$ cat src/rtl/sprite_pkg.sv
// Shared constants and FSM state type for the player sprite fetch pipeline.
package sprite_pkg;

  localparam int unsigned SPRITE_ADDR_W   = 18;
  localparam logic [7:0]  TRANSPARENT_IDX = 8'h00;
  localparam int unsigned FETCH_LATENCY   = 3;

  typedef enum logic {
    StIdle,
    StActive
  } fetch_state_e;

  // Per-frame copy of the sprite placement; facingLeft is kept separately.
  typedef struct packed {
    logic [9:0]  x;
    logic [9:0]  y;
    logic [9:0]  w;
    logic [9:0]  h;
    logic [31:0] offset;
  } sprite_shadow_t;

endpackage

$ cat src/rtl/sprite_addr_gen.sv
// Combinational hit test and sprite ROM address arithmetic for one raster pixel.
module sprite_addr_gen
  import sprite_pkg::*;
(
  input  logic [9:0]               i_draw_x,
  input  logic [9:0]               i_draw_y,
  input  logic [9:0]               i_sx,
  input  logic [9:0]               i_sy,
  input  logic [9:0]               i_sw,
  input  logic [9:0]               i_sh,
  input  logic [31:0]              i_offset,
  input  logic                     i_mirror,
  output logic                     o_hit,
  output logic [SPRITE_ADDR_W-1:0] o_addr
);

  logic [10:0] w_x_end;
  logic [10:0] w_y_end;
  logic        w_hit_x;
  logic        w_hit_y;
  logic [9:0]  w_col;
  logic [9:0]  w_row;
  logic [9:0]  w_col_m;
  logic [19:0] w_row_base;
  logic [31:0] w_sum;
  logic        w_unused_sum;

  // 11-bit end coordinates so a sprite straddling 1023 does not wrap to 0.
  assign w_x_end = {1'b0, i_sx} + {1'b0, i_sw};
  assign w_y_end = {1'b0, i_sy} + {1'b0, i_sh};

  assign w_hit_x = (i_draw_x >= i_sx) && ({1'b0, i_draw_x} < w_x_end);
  assign w_hit_y = (i_draw_y >= i_sy) && ({1'b0, i_draw_y} < w_y_end);
  assign o_hit   = w_hit_x && w_hit_y && (i_sw != 10'd0) && (i_sh != 10'd0);

  assign w_col      = i_draw_x - i_sx;
  assign w_row      = i_draw_y - i_sy;
  assign w_col_m    = i_mirror ? (i_sw - 10'd1 - w_col) : w_col;
  assign w_row_base = {10'd0, w_row} * {10'd0, i_sw};

  assign w_sum        = i_offset + {12'd0, w_row_base} + {22'd0, w_col_m};
  assign o_addr       = w_sum[SPRITE_ADDR_W-1:0];
  assign w_unused_sum = ^w_sum[31:SPRITE_ADDR_W];

endmodule

$ cat src/rtl/player_sprite_fetch.sv
// Player sprite fetch: shadowed placement, 3-stage ROM fetch pipeline, IDLE/ACTIVE FSM.
// Build option: SPRITE_MIRROR_EN enables horizontal mirroring driven by facingLeft.
module player_sprite_fetch
  import sprite_pkg::*;
(
  input  logic                     Clk,
  input  logic                     Reset,
  input  logic                     frame_start,
  input  logic                     pix_valid,
  input  logic [9:0]               DrawX,
  input  logic [9:0]               DrawY,
  input  logic [9:0]               playerX,
  input  logic [9:0]               playerY,
  input  logic [9:0]               playerWidth,
  input  logic [9:0]               playerHeight,
  input  logic [31:0]              animationOffset,
  input  logic                     facingLeft,
  output logic [SPRITE_ADDR_W-1:0] rom_addr,
  input  logic [7:0]               rom_data,
  output logic                     pix_out_valid,
  output logic                     is_player,
  output logic [7:0]               color_idx
);

  fetch_state_e              r_state;
  fetch_state_e              w_state_next;
  sprite_shadow_t            r_shadow;
  logic                      w_mirror;
  logic                      w_hit;
  logic [SPRITE_ADDR_W-1:0]  w_addr;
  logic                      r_s1_valid;
  logic                      r_s1_hit;
  logic                      r_s2_valid;
  logic                      r_s2_hit;
  logic                      w_opaque;

  always_ff @(posedge Clk) begin
    if (Reset) begin
      r_state <= StIdle;
    end else begin
      r_state <= w_state_next;
    end
  end

  always_comb begin
    w_state_next = r_state;
    unique case (r_state)
      StIdle:   if (frame_start) w_state_next = StActive;
      StActive: w_state_next = StActive;
      default:  w_state_next = StIdle;
    endcase
  end

  // A pixel arriving with frame_start sees the old shadows: both read r_shadow this cycle.
  always_ff @(posedge Clk) begin
    if (Reset) begin
      r_shadow <= '0;
    end else if (frame_start) begin
      r_shadow.x      <= playerX;
      r_shadow.y      <= playerY;
      r_shadow.w      <= playerWidth;
      r_shadow.h      <= playerHeight;
      r_shadow.offset <= animationOffset;
    end
  end

`ifdef SPRITE_MIRROR_EN
  logic r_facing_left;

  always_ff @(posedge Clk) begin
    if (Reset) begin
      r_facing_left <= 1'b0;
    end else if (frame_start) begin
      r_facing_left <= facingLeft;
    end
  end

  assign w_mirror = r_facing_left;
`else
  logic w_unused_facing;

  assign w_unused_facing = facingLeft;
  assign w_mirror        = 1'b0;
`endif

  sprite_addr_gen u_addr_gen (
    .i_draw_x (DrawX),
    .i_draw_y (DrawY),
    .i_sx     (r_shadow.x),
    .i_sy     (r_shadow.y),
    .i_sw     (r_shadow.w),
    .i_sh     (r_shadow.h),
    .i_offset (r_shadow.offset),
    .i_mirror (w_mirror),
    .o_hit    (w_hit),
    .o_addr   (w_addr)
  );

  // rom_data for the stage-2 pixel is on the bus now, one cycle behind rom_addr.
  assign w_opaque = r_s2_valid && r_s2_hit && (r_state == StActive) &&
                    (rom_data != TRANSPARENT_IDX);

  always_ff @(posedge Clk) begin
    if (Reset) begin
      rom_addr      <= '0;
      r_s1_valid    <= 1'b0;
      r_s1_hit      <= 1'b0;
      r_s2_valid    <= 1'b0;
      r_s2_hit      <= 1'b0;
      pix_out_valid <= 1'b0;
      is_player     <= 1'b0;
      color_idx     <= 8'h00;
    end else begin
      if (pix_valid) begin
        rom_addr <= w_addr;
      end
      r_s1_valid    <= pix_valid;
      r_s1_hit      <= pix_valid && w_hit;
      r_s2_valid    <= r_s1_valid;
      r_s2_hit      <= r_s1_hit;
      pix_out_valid <= r_s2_valid;
      is_player     <= w_opaque;
      color_idx     <= w_opaque ? rom_data : 8'h00;
    end
  end

endmodule

$ cat config.mk
export PLATFORM = sky130hd
export DESIGN_NAME = player_sprite_fetch
export DESIGN_NICKNAME = d
export VERILOG_FILES = /design/src/rtl/sprite_pkg.sv /design/src/rtl/sprite_addr_gen.sv /design/src/rtl/player_sprite_fetch.sv
export SDC_FILE = /design/constraint.sdc
export NUM_CORES = 1
export LEC_CHECK = 0
export CAP_MARGIN = 20
export CORE_MARGIN = 1.5
export CORE_UTILIZATION = 50
export CTS_BUF_LIST = sky130_fd_sc_hd__clkbuf_8
export DETAILED_ROUTE_END_ITERATION = 10
export GPL_ROUTABILITY_DRIVEN = 0
export PLACE_DENSITY = 0.75
export SKIP_LAST_GASP = 1
export SYNTH_ARGS = -nofsm -noshare
export SYNTH_HDL_FRONTEND = slang
export SYNTH_HIERARCHICAL = 1
export SYNTH_SLANG_ARGS = --single-unit
$ cat constraint.sdc
create_clock -name Clk -period 9.4 [get_ports Clk]
set_clock_uncertainty 0.15 [all_clocks]
set_input_delay 0.94 -clock Clk [delete_from_list [all_inputs] [get_ports Clk]]
set_output_delay 0.94 -clock Clk [all_outputs]
set_load 0.01 [all_outputs]
# ---- After elaboration in Yosys (flattened, before gate mapping)
# Index checks and enable logic that the tools add are counted.
dict set report op_classes {
  add_sub_neg 6
  n_mul 1
  n_lt_le_gt_ge 4
  n_mux 2
  n_bitwise 2
  reduce_logical 13
}
# operator count
set ops {}
lappend ops {{adder 10 x 10 -> 11 bit} 2}
lappend ops {{less-than comparator 10 x 11 -> 1 bit} 2}
lappend ops {{>= comparator 10 bit} 2}
lappend ops {{nonzero test 10 bit} 2}
lappend ops {{subtractor 10 bit} 2}
lappend ops {{adder 18 x 10 -> 18 bit} 1}
lappend ops {{adder 18 bit} 1}
lappend ops {{multiplier 10 x 10 -> 18 bit} 1}
lappend ops {{logical AND 1 bit} 9}
lappend ops {{nonzero test 8 bit} 1}
lappend ops {{NOT 1 bit} 2}
lappend ops {{one-hot mux 1 bit (2 select lines)} 1}
lappend ops {{OR reduction 2 bit} 1}
lappend ops {{2-to-1 mux 1 bit} 1}
dict set report totals {
  reg_bits 91
  inputBits 105
  output_inout_bits 28
  elab_cells 42
}

# ---- Longest topological paths before layout
dict set report logic_depth {
  ltp_word 7
  mapped_depth 33
  depth_no_buf 33
}

# ---- Cells and area by module
# Netlist, hierarchy kept.
# mod n_inst cells_each area_per_inst_um2 seq_area_each_um2
set by_module_without_submodules {}
lappend by_module_without_submodules {sprite_addr_gen 1 742 6172.2 0.0}
lappend by_module_without_submodules {player_sprite_fetch 1 327 3702.3 2102.0}

# ---- Least setup slack after synthesis
# No wires, ideal clock.
dict set report synth_timing {
  path_type {input-to-reg}
  from {input DrawY[0]}
  to {register rom_addr[16]}
  setup_time_ps 117
  arrival_ps 6799
  required_time_ps 9133
  setup_slack_ps 2334
  path_stages 29
  n_path_buf 0
  path_cell_list {inv_1 -> ha_1 -> fa_1 -> nor2b_1 -> o21ai_0 -> nand2b_1 -> a21o_1 -> a21oi_1 -> xnor2_1 -> and2_1 -> fa_1 -> inv_1 -> fa_1 -> inv_1 -> fa_1 -> fa_1 -> inv_1 -> fa_1 -> inv_1 -> ha_1 -> and2_1 -> a31oi_1 -> o21ai_0 -> o41ai_1 -> o21bai_1 -> a21oi_1 -> xnor2_1 -> mux2i_1 -> nor2_1}
}
dict set report synth_via {
  elab_chain_len 4
}
# item line_no
set synth_lines {}
lappend synth_lines {{start: declaration} player_sprite_fetch.sv:11} ;# input logic [9:0] DrawY,
lappend synth_lines {{subtractor 10 bit} sprite_addr_gen.sv:37} ;# assign w_row = i_draw_y - i_sy;
lappend synth_lines {{multiplier 10 x 10 -> 18 bit} sprite_addr_gen.sv:39} ;# assign w_row_base = {10'd0, w_row} * {10'd0, i_sw};
lappend synth_lines {{adder 18 bit} sprite_addr_gen.sv:41} ;# assign w_sum = i_offset + {12'd0, w_row_base} + {22'd0, w_col_m};
lappend synth_lines {{adder 18 x 10 -> 18 bit} sprite_addr_gen.sv:41}
lappend synth_lines {{via w_addr[16]} player_sprite_fetch.sv:30} ;# logic [SPRITE_ADDR_W-1:0] w_addr;
lappend synth_lines {{end signal: assignment} player_sprite_fetch.sv:115} ;# rom_addr <= w_addr;
lappend synth_lines {{end: declaration} player_sprite_fetch.sv:18} ;# output logic [SPRITE_ADDR_W-1:0] rom_addr,
# The timed path passes the listed nets, and every way through them passes these cells.
# A chain may end at the register's enable or synchronous reset.

# ---- Worst setup path in the final report
dict set report layout_timing {
  from {input DrawY[1]}
  to {register rom_addr[16]}
}
# Same word-level chain as after synthesis.

==> run summary <==
Status: finished with violations
Failing checks: DRC
Cell area after synthesis: 9380 µm²
TritonCTS clock tree: done
Vias/cell: 5.17
# diodes: 0
Resized cells post-CTS: 0
Total grt overflow: 0
Avg WL per Cell: 14.3 µm
Critical-path maximum fanout: 10
Slew HR: 0.318
Total CTS buffers: 9
Die area: 19600 µm²
Crit share post-route: 0.844
All-Layer GR Usage: 0.211
Post-CTS Setup Inserts: 0
Hold WC Path Type: reg -> reg
Fmax: 126 MHz
Sum of negative setup slack: 0 ns
CTS Sinks: 91
Clk slew on worst S/H paths: 0.10 ns
DRT antenna net count: 0
Syn-to-layout area delta: 15.7%
DRC: 12
Multi-input combinational cell area: 6730 µm²
Min cycle time layout: 7.94 ns
Maximum vdd drop: 0.000125 V
CTS HTree Levels: 3
Power share of the clock group: 0.150
P_leak: 5.23 nW
First-pass GRT wire length: 33200 µm
P_int: 1.13 mW
DRT Wirelength: 19500 µm
CP arrival: 8.04 ns
FILL cells: 1535
Detailed placement HPWL: 15100 µm
Synthesized area per cell: 9.15 µm²
Combinational Power Share: 0.612
Startpoint Class: primary input
Finished layout cell area: 10900 µm²
PwrDens: 178 nW/µm²
Worst-margin pin slew: 1.02 ns
Final hold violation count: 0
Initial Utilization: 0.517
Initial DRT Pass Iterations: 7
Fin. max-slew vios: 0
Flop pwr share: 0.238
Yosys warning count: 6
Critical Path RT: 9.51 ns
Port buffer count: 117
Clk buf depth: 2
Iteration-0 DRC Markers: 323
I/O pin cnt: 133
# setup viols final: 0
Endpoint type of the worst setup path: register
Layout cells sized above 1: 0.0378
Antenna violations before repair: 0
Area after DPL: 10600 µm²
Core Area: 18100 µm²
Fin nets: 1437
DR vias: 7066
Clk_lat worst skew: 0.39 ns
Hold Buf Count CTS: 0
Vias in the first global route: 7235
Die Y: 140 µm
Largest net degree at the start of global routing: 83
Most frequent cells in the layout: inv_1, clkdlybuf4s50_1, nor2_1
Syn Inst Count: 1025
Site Rows: 49
Commonest non-fill, non-tap cell in the layout: inv_1
Sw frac: 0.417
NetSw: 0.807 mW
Setup Crit Path Kind: in -> reg
Max-Cap Viols: 0
Clock root cell: clkbuf_8
Register area: 1820 µm²
Width of the die: 140 µm
Unrepaired setup endpoints after global routing: no
==> metal layers <==
layer	global-route usage	part of all wire	up-vias
li1	-	-	3504
met1	0.254	0.44	3380
met2	0.382	0.50	152
met3	0.0369	0.044	30
met4	0.0709	0.018	0
met5	0	0	-
==> flip-flops by register name, summed over array words and instances (netlist names) <==
| signal | flops |
|---|---|
| rom_addr | 18 |
| r_s2_valid | 1 |
| color_idx | 8 |
| pix_out_valid | 1 |
| r_s1_valid | 1 |
| r_s2_hit | 1 |
| r_shadow | 58 |
| is_player | 1 |
| r_state | 1 |
| r_s1_hit | 1 |
==> worst max-delay path, stage by stage <==
cell and delay (ns):
clkdlybuf4s50_1 0.47, ha_1 0.32, nor2b_1 0.11, o21ai_0 0.10, a21boi_0 0.25, o21ai_0 0.14, a21oi_1 0.27, xor2_1 0.68
and2_1 0.24, fa_1 0.41, inv_1 0.08, fa_1 0.41, inv_1 0.09, fa_1 0.41, fa_1 0.54, inv_1 0.05
fa_1 0.53, inv_1 0.04, ha_1 0.35, and2_1 0.20, a31oi_1 0.13, o21ai_0 0.14, o41ai_1 0.52, o21bai_1 0.14
a21oi_1 0.20, xnor2_1 0.08, mux2i_1 0.12, nor2_1 0.05
==> stage by stage <==
step                      hold slack (ns)  power, mW  instances  worst slack (ns)  utilization
after floorplan                     0.264       1.38       1031              2.33            -
after global placement              0.268       1.63       1351              1.25        0.586
after detailed placement            0.286       1.66       1351              1.12        0.586
after CTS                           0.307       1.96       1367              1.54        0.598
after global routing                0.317       2.15       1367             0.894        0.598
final                               0.304       1.93       1367              1.46        0.598
==> final timing paths <==
check	slack [ns]	to	cells past startpoint	startpoint
worst min register to register	0.30	r_s2_valid	1	r_s1_valid
worst max-delay path	1.46	rom_addr[16]	28	DrawY[1]
worst max register to register	1.97	rom_addr[16]	28	r_shadow[53]
worst min-delay path	0.30	r_s2_valid	1	r_s1_valid
==> area by class of cell <==
type,instances,share of cell area
multi-input combinational,752,0.620
clock inverter,5,0.00542
tap,229,0.0264
sequential,91,0.168
timing repair buffer,126,0.113
inverter,153,0.0529
clock buffer,11,0.0139
==> power groups by stage <==
stage / Combinational (mW) / Clock [mW] / Sequential (mW)
3_3_place_gp: 1.16 / 0 / 0.470
4_1_cts: 1.20 / 0.300 / 0.462
2_1_floorplan: 0.909 / 0 / 0.467
5_1_grt: 1.37 / 0.315 / 0.467
6_report: 1.18 / 0.290 / 0.461
3_5_place_dp: 1.19 / 0 / 0.471
Power figures use the tool's default switching activity.
